### src/rtl/led_mode_sequencer.sv
// DE2 red-LED shift sequencer: one debounced key selects the shift mode.
// Optional bounce mode is compiled in with LED_SEQ_BOUNCE_EN.
module led_mode_sequencer #(
  parameter int TICK_CYCLES     = 50_000_000,
  parameter int DEBOUNCE_CYCLES = 1_000_000
) (
  input  logic       CLOCK_50Mhz,
  input  logic       RESET_N,
  input  logic       KEY,
  input  logic [1:0] SW,
  output logic [7:0] LEDR,
  output logic [1:0] MODE,
  output logic [3:0] HOLD_SEC,
  output logic       BUSY
);

  localparam int TW = $clog2(TICK_CYCLES + 1);
  localparam int DW = $clog2(DEBOUNCE_CYCLES + 1);

  localparam logic [TW-1:0] TICK_N =
    TW'(TICK_CYCLES);
  localparam logic [TW-1:0] TICK_LAST =
    TW'(TICK_CYCLES - 1);
  localparam logic [DW-1:0] DEB_LAST =
    DW'(DEBOUNCE_CYCLES - 1);

  localparam logic [1:0] M_FREEZE = 2'd0;
  localparam logic [1:0] M_LEFT   = 2'd1;
  localparam logic [1:0] M_RIGHT  = 2'd2;
  localparam logic [1:0] M_BOUNCE = 2'd3;

  typedef enum logic [1:0] {
    S_IDLE,
    S_PRESSED,
    S_DECIDE
  } state_t;

  state_t state;
  state_t state_nx;

  logic          k_meta;
  logic          k_sync;
  logic          key_db;
  logic [DW-1:0] db_cnt;
  logic          db_flip;
  logic          press_evt;
  logic          rel_evt;

  logic [TW-1:0] base_cnt;
  logic          base_tick;
  logic [TW-1:0] step_cnt;
  logic [TW-1:0] step_last;
  logic          step_tick;

  logic          hold_clr;
  logic          hold_inc;
  logic          mode_ld;
  logic [1:0]    mode_nx;
  logic [7:0]    led_nx;

  // Key is active-low; the synchroniser idles at "released".
  assign db_flip   = (k_sync != key_db) &&
                     (db_cnt == DEB_LAST);
  assign press_evt = db_flip & ~k_sync;
  assign rel_evt   = db_flip &  k_sync;

  always_ff @(posedge CLOCK_50Mhz or negedge RESET_N) begin
    if (!RESET_N) begin
      k_meta <= 1'b1;
      k_sync <= 1'b1;
      key_db <= 1'b1;
      db_cnt <= '0;
    end else begin
      k_meta <= KEY;
      k_sync <= k_meta;
      if (k_sync == key_db) begin
        db_cnt <= '0;
      end else if (db_flip) begin
        key_db <= k_sync;
        db_cnt <= '0;
      end else begin
        db_cnt <= db_cnt + DW'(1);
      end
    end
  end

  assign base_tick = (base_cnt == TICK_LAST);

  always_ff @(posedge CLOCK_50Mhz or negedge RESET_N) begin
    if (!RESET_N) begin
      base_cnt <= '0;
    end else if (press_evt || base_tick) begin
      base_cnt <= '0;
    end else begin
      base_cnt <= base_cnt + TW'(1);
    end
  end

  // A speed change can leave the count past the new terminal value.
  assign step_last = (TICK_N >> SW) - TW'(1);
  assign step_tick = (step_cnt == step_last);

  always_ff @(posedge CLOCK_50Mhz or negedge RESET_N) begin
    if (!RESET_N) begin
      step_cnt <= '0;
    end else if (step_cnt >= step_last) begin
      step_cnt <= '0;
    end else begin
      step_cnt <= step_cnt + TW'(1);
    end
  end

  always_ff @(posedge CLOCK_50Mhz or negedge RESET_N) begin
    if (!RESET_N) begin
      state <= S_IDLE;
    end else begin
      state <= state_nx;
    end
  end

  always_comb begin
    state_nx = state;
    unique case (state)
      S_IDLE:
        if (press_evt) state_nx = S_PRESSED;
      S_PRESSED:
        if (rel_evt) state_nx = S_DECIDE;
      S_DECIDE:
        state_nx = S_IDLE;
      default:
        state_nx = S_IDLE;
    endcase
  end

  always_comb begin
    hold_clr = 1'b0;
    hold_inc = 1'b0;
    mode_ld  = 1'b0;
    BUSY     = 1'b0;
    unique case (state)
      S_IDLE: begin
        hold_clr = press_evt;
      end
      S_PRESSED: begin
        BUSY     = 1'b1;
        hold_inc = base_tick & ~rel_evt;
      end
      S_DECIDE: begin
        BUSY    = 1'b1;
        mode_ld = 1'b1;
      end
      default: ;
    endcase
  end

  always_ff @(posedge CLOCK_50Mhz or negedge RESET_N) begin
    if (!RESET_N) begin
      HOLD_SEC <= 4'd0;
    end else if (hold_clr) begin
      HOLD_SEC <= 4'd0;
    end else if (hold_inc && HOLD_SEC != 4'd15) begin
      HOLD_SEC <= HOLD_SEC + 4'd1;
    end
  end

  always_comb begin
    mode_nx = M_FREEZE;
    unique case (1'b1)
      (HOLD_SEC == 4'd0):
        mode_nx = M_FREEZE;
      (HOLD_SEC inside {[4'd1:4'd3]}):
        mode_nx = M_LEFT;
`ifdef LED_SEQ_BOUNCE_EN
      (HOLD_SEC inside {[4'd4:4'd6]}):
        mode_nx = M_RIGHT;
      (HOLD_SEC >= 4'd7):
        mode_nx = M_BOUNCE;
`else
      (HOLD_SEC >= 4'd4):
        mode_nx = M_RIGHT;
`endif
      default:
        mode_nx = M_FREEZE;
    endcase
  end

  always_ff @(posedge CLOCK_50Mhz or negedge RESET_N) begin
    if (!RESET_N) begin
      MODE <= M_LEFT;
    end else if (mode_ld) begin
      MODE <= mode_nx;
    end
  end

`ifdef LED_SEQ_BOUNCE_EN
  logic dir_left;
  logic bnc_left;

  // Direction turns on the tick that leaves an end position.
  assign bnc_left = (LEDR == 8'h01) ? 1'b1 :
                    (LEDR == 8'h80) ? 1'b0 :
                    dir_left;

  always_ff @(posedge CLOCK_50Mhz or negedge RESET_N) begin
    if (!RESET_N) begin
      dir_left <= 1'b1;
    end else if (mode_ld && mode_nx == M_BOUNCE &&
                 MODE != M_BOUNCE) begin
      dir_left <= 1'b1;
    end else if (step_tick && MODE == M_BOUNCE &&
                 LEDR != 8'h00) begin
      dir_left <= bnc_left;
    end
  end
`endif

  always_comb begin
    led_nx = LEDR;
    if (LEDR == 8'h00) begin
      led_nx = 8'h01;
    end else begin
      unique case (MODE)
        M_LEFT:
          led_nx = {LEDR[6:0], LEDR[7]};
        M_RIGHT:
          led_nx = {LEDR[0], LEDR[7:1]};
`ifdef LED_SEQ_BOUNCE_EN
        M_BOUNCE:
          led_nx = bnc_left ? {LEDR[6:0], 1'b0}
                            : {1'b0, LEDR[7:1]};
`endif
        default:
          led_nx = LEDR;
      endcase
    end
  end

  always_ff @(posedge CLOCK_50Mhz or negedge RESET_N) begin
    if (!RESET_N) begin
      LEDR <= 8'h01;
    end else if (step_tick) begin
      LEDR <= led_nx;
    end
  end

endmodule

### config.mk
export PLATFORM = sky130hd
export DESIGN_NAME = led_mode_sequencer
export DESIGN_NICKNAME = d
export VERILOG_FILES = /design/src/rtl/led_mode_sequencer.sv
export SDC_FILE = /design/constraint.sdc
export NUM_CORES = 1
export LEC_CHECK = 0
export CAP_MARGIN = 20
export CELL_PAD_IN_SITES_DETAIL_PLACEMENT = 0
export CELL_PAD_IN_SITES_GLOBAL_PLACEMENT = 1
export CORE_MARGIN = 4
export CORE_UTILIZATION = 48
export CTS_CLUSTER_DIAMETER = 150
export CTS_CLUSTER_SIZE = 40
export DETAILED_ROUTE_END_ITERATION = 8
export PLACE_DENSITY = 0.76
export SLEW_MARGIN = 10
export SYNTH_ARGS = -nofsm -noshare
export SYNTH_HDL_FRONTEND = slang
export SYNTH_SLANG_ARGS = --single-unit
### constraint.sdc
create_clock -name CLOCK_50Mhz -period 2.96 [get_ports CLOCK_50Mhz]
set_clock_uncertainty 0.1 [all_clocks]
set_input_delay 0.296 -clock CLOCK_50Mhz [delete_from_list [all_inputs] [get_ports CLOCK_50Mhz]]
set_output_delay 0.296 -clock CLOCK_50Mhz [all_outputs]
set_load 0.005 [all_outputs]
**After elaboration in Yosys (flattened, before gate mapping)**

Index checks and enable logic that the tools add are counted.

- Output and inout bits: 15
- Input port bits: 5
- Memories kept: 0
- Memory bits (read-only): 0
- Memory bits (writable): 0
- Bits in latches: 0
- Logic and storage cells: 66
- Bits in registers: 91

- Shifts and indexed selects: 1
- Equality and inequality tests: 12
- Bitwise operators: 6
- Reduce and logical (&&, ||, !) cells: 12
- Multipliers: 0
- Muxes and demuxes: 16
- Magnitude comparators: 4
- Div/mod/pow operators: 0
- Add/sub/neg operators: 5

Operators with widths:

| kind | count |
|---|---|
| 26-bit by 1-bit adder with 26-bit output, second input constant | 2 |
| 26-bit two-way mux | 2 |
| 20-bit two-way mux | 2 |
| 26-bit equality test | 1 |
| 26-bit equality test, second input constant | 1 |
| 26-bit greater-or-equal comparator | 1 |
| 26-bit by 2-bit right shift with 26-bit output, first input constant | 1 |
| 26-bit by 1-bit subtractor with 26-bit output, second input constant | 1 |
| 20-bit by 1-bit adder with 20-bit output, second input constant | 1 |
| 20-bit equality test, second input constant | 1 |
| 8-bit case mux with 2 select lines | 1 |
| 8-bit logical NOT | 1 |
| 4-bit two-way mux | 2 |
| 8-bit two-way mux | 1 |
| 2-bit case mux with 2 select lines | 2 |
| 2-bit AND reduction | 3 |
| 4-bit by 1-bit adder with 4-bit output, second input constant | 1 |
| 2-bit by 1-bit equality test with 1-bit output, second input constant | 2 |
| 2-bit equality test, second input constant | 2 |
| 4-bit by 1-bit greater-or-equal comparator with 1-bit output, second input constant | 1 |
| 4-bit by 3-bit greater-or-equal comparator with 1-bit output, second input constant | 1 |
| 4-bit by 2-bit <= comparator with 1-bit output, second input constant | 1 |
| 1-bit two-way mux | 4 |
| 2-bit two-way mux | 2 |
| other kinds (12) | 19 |

**Depth between registers and ports, before layout**

- Word-level depth: 9
- Mapped depth: 10
- Mapped depth without buffers: 9

**Worst setup path after synthesis**

Ideal clock, no wire load.

- Path kind: reg-to-reg
- From: reg step_cnt[9]
- To: reg LEDR[1]
- Clock period less this slack: 2.266 ns
- Stages on the path, launching flop included: 7
- Required time: 2.735 ns
- Arrival: 2.041 ns
- Buffers on the path: 0
- Slack: 0.694 ns
- Setup time: 0.125 ns
- Path through: dfrtp_1 ha_1 and2_1 nand3_1 or3_4 a2111oi_4 mux2_2

- Longest elaborated chain between the ends: 2

Ends and longest elaborated chain:

| item | line | text |
|---|---|---|
| start, declared | 51 | `logic [TW-1:0] step_cnt;` |
| start signal, assigned | 109 | `step_cnt <= step_cnt + TW'(1);` |
| 26-bit equality test | 101 | `assign step_tick = (step_cnt == step_last);` |
| 2-bit AND reduction (no source line) | -- |  |
| end signal, assigned | 242 | `LEDR <= led_nx;` |
| end, declared | 11 | `output logic [7:0] LEDR,` |

No other way between the ends.
A chain may end at the register's enable or synchronous reset.

**Worst setup path after layout**

- From: in SW[1]
- To: reg LEDR[5]

- Longest elaborated chain between the ends: 4

Ends and longest elaborated chain:

| item | line | text |
|---|---|---|
| start, declared | 10 | `input logic [1:0] SW,` |
| 26-bit by 2-bit right shift with 26-bit output | 100 | `assign step_last = (TICK_N >> SW) - TW'(1);` |
| 26-bit by 1-bit subtractor with 26-bit output | 100 |  |
| 26-bit equality test | 101 |  |
| 2-bit AND reduction (no source line) | -- |  |

No other way between the ends.

==> flow_metrics.tcl <==
set metrics [dict create \
    status "complete, no violations" \
    ys_types 55 \
    synth_edf_count 0 \
    grt_pass1_wl_mm 17.7 \
    syn_area_per_cell_um2 9.85 \
    cts_hold_buffers 1 \
    layout.cells.most_common "dfrtp_1" \
    required_ns 3.11 \
    drt-total-wl_mm 10.1 \
    yosysWarnings 0 \
    relSlewSlack_pct 48.6 \
    diodes 0 \
    htree_levels 3 \
    worst_slew_pin_slew_ns 0.764 \
    final_area_um2 5740 \
    cp-end-kind "register" \
    drtPass1Iterations 4 \
    critPathMaxFanout 8 \
    root_buffer "clkbuf_8" \
    ant_nets 0 \
    power.density_nw_per_um2 424 \
    drv_cap 0 \
    track_usage_pct 17.2 \
    grt_max_degree 51 \
    routedWlPerCell_um 14.6 \
    initial_core_util_pct 49.8 \
    die_w_um 112 \
    dp_slack_ns 0.119 \
    post_cts_buffers 0 \
    yosysSeqAreaShare_pct 44.1 \
    fillers 954 \
    drive_above_1_share_pct 10.2 \
    period_needed_ns 2.45 \
    worst_slack_ns 0.505 \
    start_kind "primary input" \
    antenna_found_initial 0 \
    leakagePower_nw 2.51 \
    grt-ovfl-total 0 \
    holdWs_ns 0.237 \
    routabilityCongestion 0.839 \
    finalSetupTns_ns 0 \
    dr_total_vias 3805 \
    die_y_um 112 \
    synth-seq-cells 91 \
    grt_pass1_vias 3658 \
    core_um2 10400 \
    dieArea_um2 12500 \
    drt_iter0_drc 241 \
    numCtsBuffers 9 \
    grt_setup_unrepaired "false" \
    cts-resized-gates 0 \
    syn_inst 526 \
    areaGrowthSynthToFinish_pct 10.8 \
    routed_via_density 5.47 \
    worst_ep_arrival_time_ns 2.60 \
    row_count 37 \
    post-route-drc-count 0 \
    final_cell_mix "dfrtp_1 (86), nor2_1 (64), xor2_1 (42)" \
    dp_hpwl_mm 7.31 \
    setup_viol 0 \
    r2r_cells 6 \
    ys.flop_type "dfrtp_1" \
    clock-sinks 91 \
    min_path_cells 1 \
    cts.clk_slew.worst_paths_ns 0.08 \
    hp-class "primary input to register" \
    ir_worst_vdd_mv 0.365 \
    path_class "primary input to register" \
    place_area_um2 5570 \
    finalHoldViolations 0 \
    tritoncts "done" \
    clkLatencyLatePin_ns 0.37 \
    async_reset_ff_share_pct 100 \
    fmax_ghz 0.407 \
    io_pins 20 \
    cts_max_path_buffers 2 \
    layout.nets 589 \
    netlist_area_um2 5180 \
    io_buffers 19 \
    period_share_pct 82.9 \
    slew_viol_final 0 \
]
registers in the layout, indices dropped and copies added (netlist names):
signal    flops
base_cnt     26
step_cnt     26
db_cnt       20
LEDR          8
HOLD_SEC      4
MODE          2
state         2
k_meta        1
k_sync        1
key_db        1
synthesized netlist by cell type (4+ instances only):
library cell   n  share of area (%)
nand4_1       21                2.5
nor4b_1        5               0.84
xor2_1        42                7.1
a21oi_1       12                1.2
mux2_2        15                3.3
o21ai_0        8               0.77
nor2b_1        4               0.48
dfstp_2        5                2.5
clkbuf_1       9               0.65
ha_1          28                6.8
nand2_1       32                2.3
nor4_1         9                1.1
dfrtp_1       86                 42
nor3_1        35                3.4
xnor2_1       28                4.7
nand3_1       36                3.5
and3_1        10                1.2
or4_1          4               0.58
and4_1         6                1.0
inv_1         23                1.7
nor2_1        64                4.6
cell type report:
type	count	area [um^2]	area share [%]
Sequential cell	91	2280	39.8
Timing Repair Buffer	30	285	4.97
Multi-Input combinational cell	401	2750	47.9
Clock inverter	2	12.5	0.218
Tap cell	136	170	2.96
Inverter	23	86.3	1.50
Clock buffer	12	155	2.70
path summary, 6_finish.rpt:
| check | endpoint | slack [ns] | from |
|---|---|---|---|
| worst max-delay path | LEDR[5]$_DFFE_PN0P_ | 0.51 | SW[1] |
| worst min-delay path | k_meta$_DFF_PN1_ | 0.24 | KEY |
| worst max register to register | base_cnt[25]$_DFF_PN0_ | 0.57 | base_cnt[0]$_DFF_PN0_ |
| worst min register to register | k_sync$_DFF_PN1_ | 0.26 | k_meta$_DFF_PN1_ |
| max in group asynchronous | k_meta$_DFF_PN1_ | 1.70 | RESET_N |
| min in group asynchronous | LEDR[6]$_DFFE_PN0P_ | 0.35 | RESET_N |
cell families (layout without fill, tap and decap cells):
group	after synthesis	in the layout	synth area share [%]
other cells	2	4	0.145
simple gates	244	244	24.9
xor+xnor	70	70	11.8
flops	91	91	44.1
compound gates	38	38	5.58
fa+ha+maj	28	28	6.76
buf+inv	36	67	3.04
mux	17	17	3.67
report_power, final:
group          internal (mW)  switching (mW)
sequential              1.31          0.0945
clock                  0.341           0.420
combinational          0.119           0.150
metrics by stage:
stage | cells | power (mW) | util (%)
after CTS | 695 | 2.46 | 55.1
after global placement | 680 | 1.69 | 53.4
after detailed placement | 680 | 1.70 | 53.4
final | 695 | 2.43 | 55.1
after floorplan | 528 | 1.59 | -
after global routing | 695 | 2.58 | 55.1
critical path: stages:
cell and delay, ns:
clkdlybuf4s50_1 0.53, inv_1 0.09, nand2_1 0.14, inv_1 0.08, ha_1 0.27, nand2_1 0.05, nor2_1 0.11, nand3_2 0.14
a2111oi_4 0.34, buf_4 0.22, mux2_2 0.34
per-layer routing:
metal,wire length (um),GRT usage (%),up-vias
met4,215,7.22,0
met2,4460,25.4,47
met1,5130,25.0,1825
met5,0,0,-
li1,-,-,1917
met3,332,2.99,16
No activity file was read; power rests on OpenSTA's default activity.
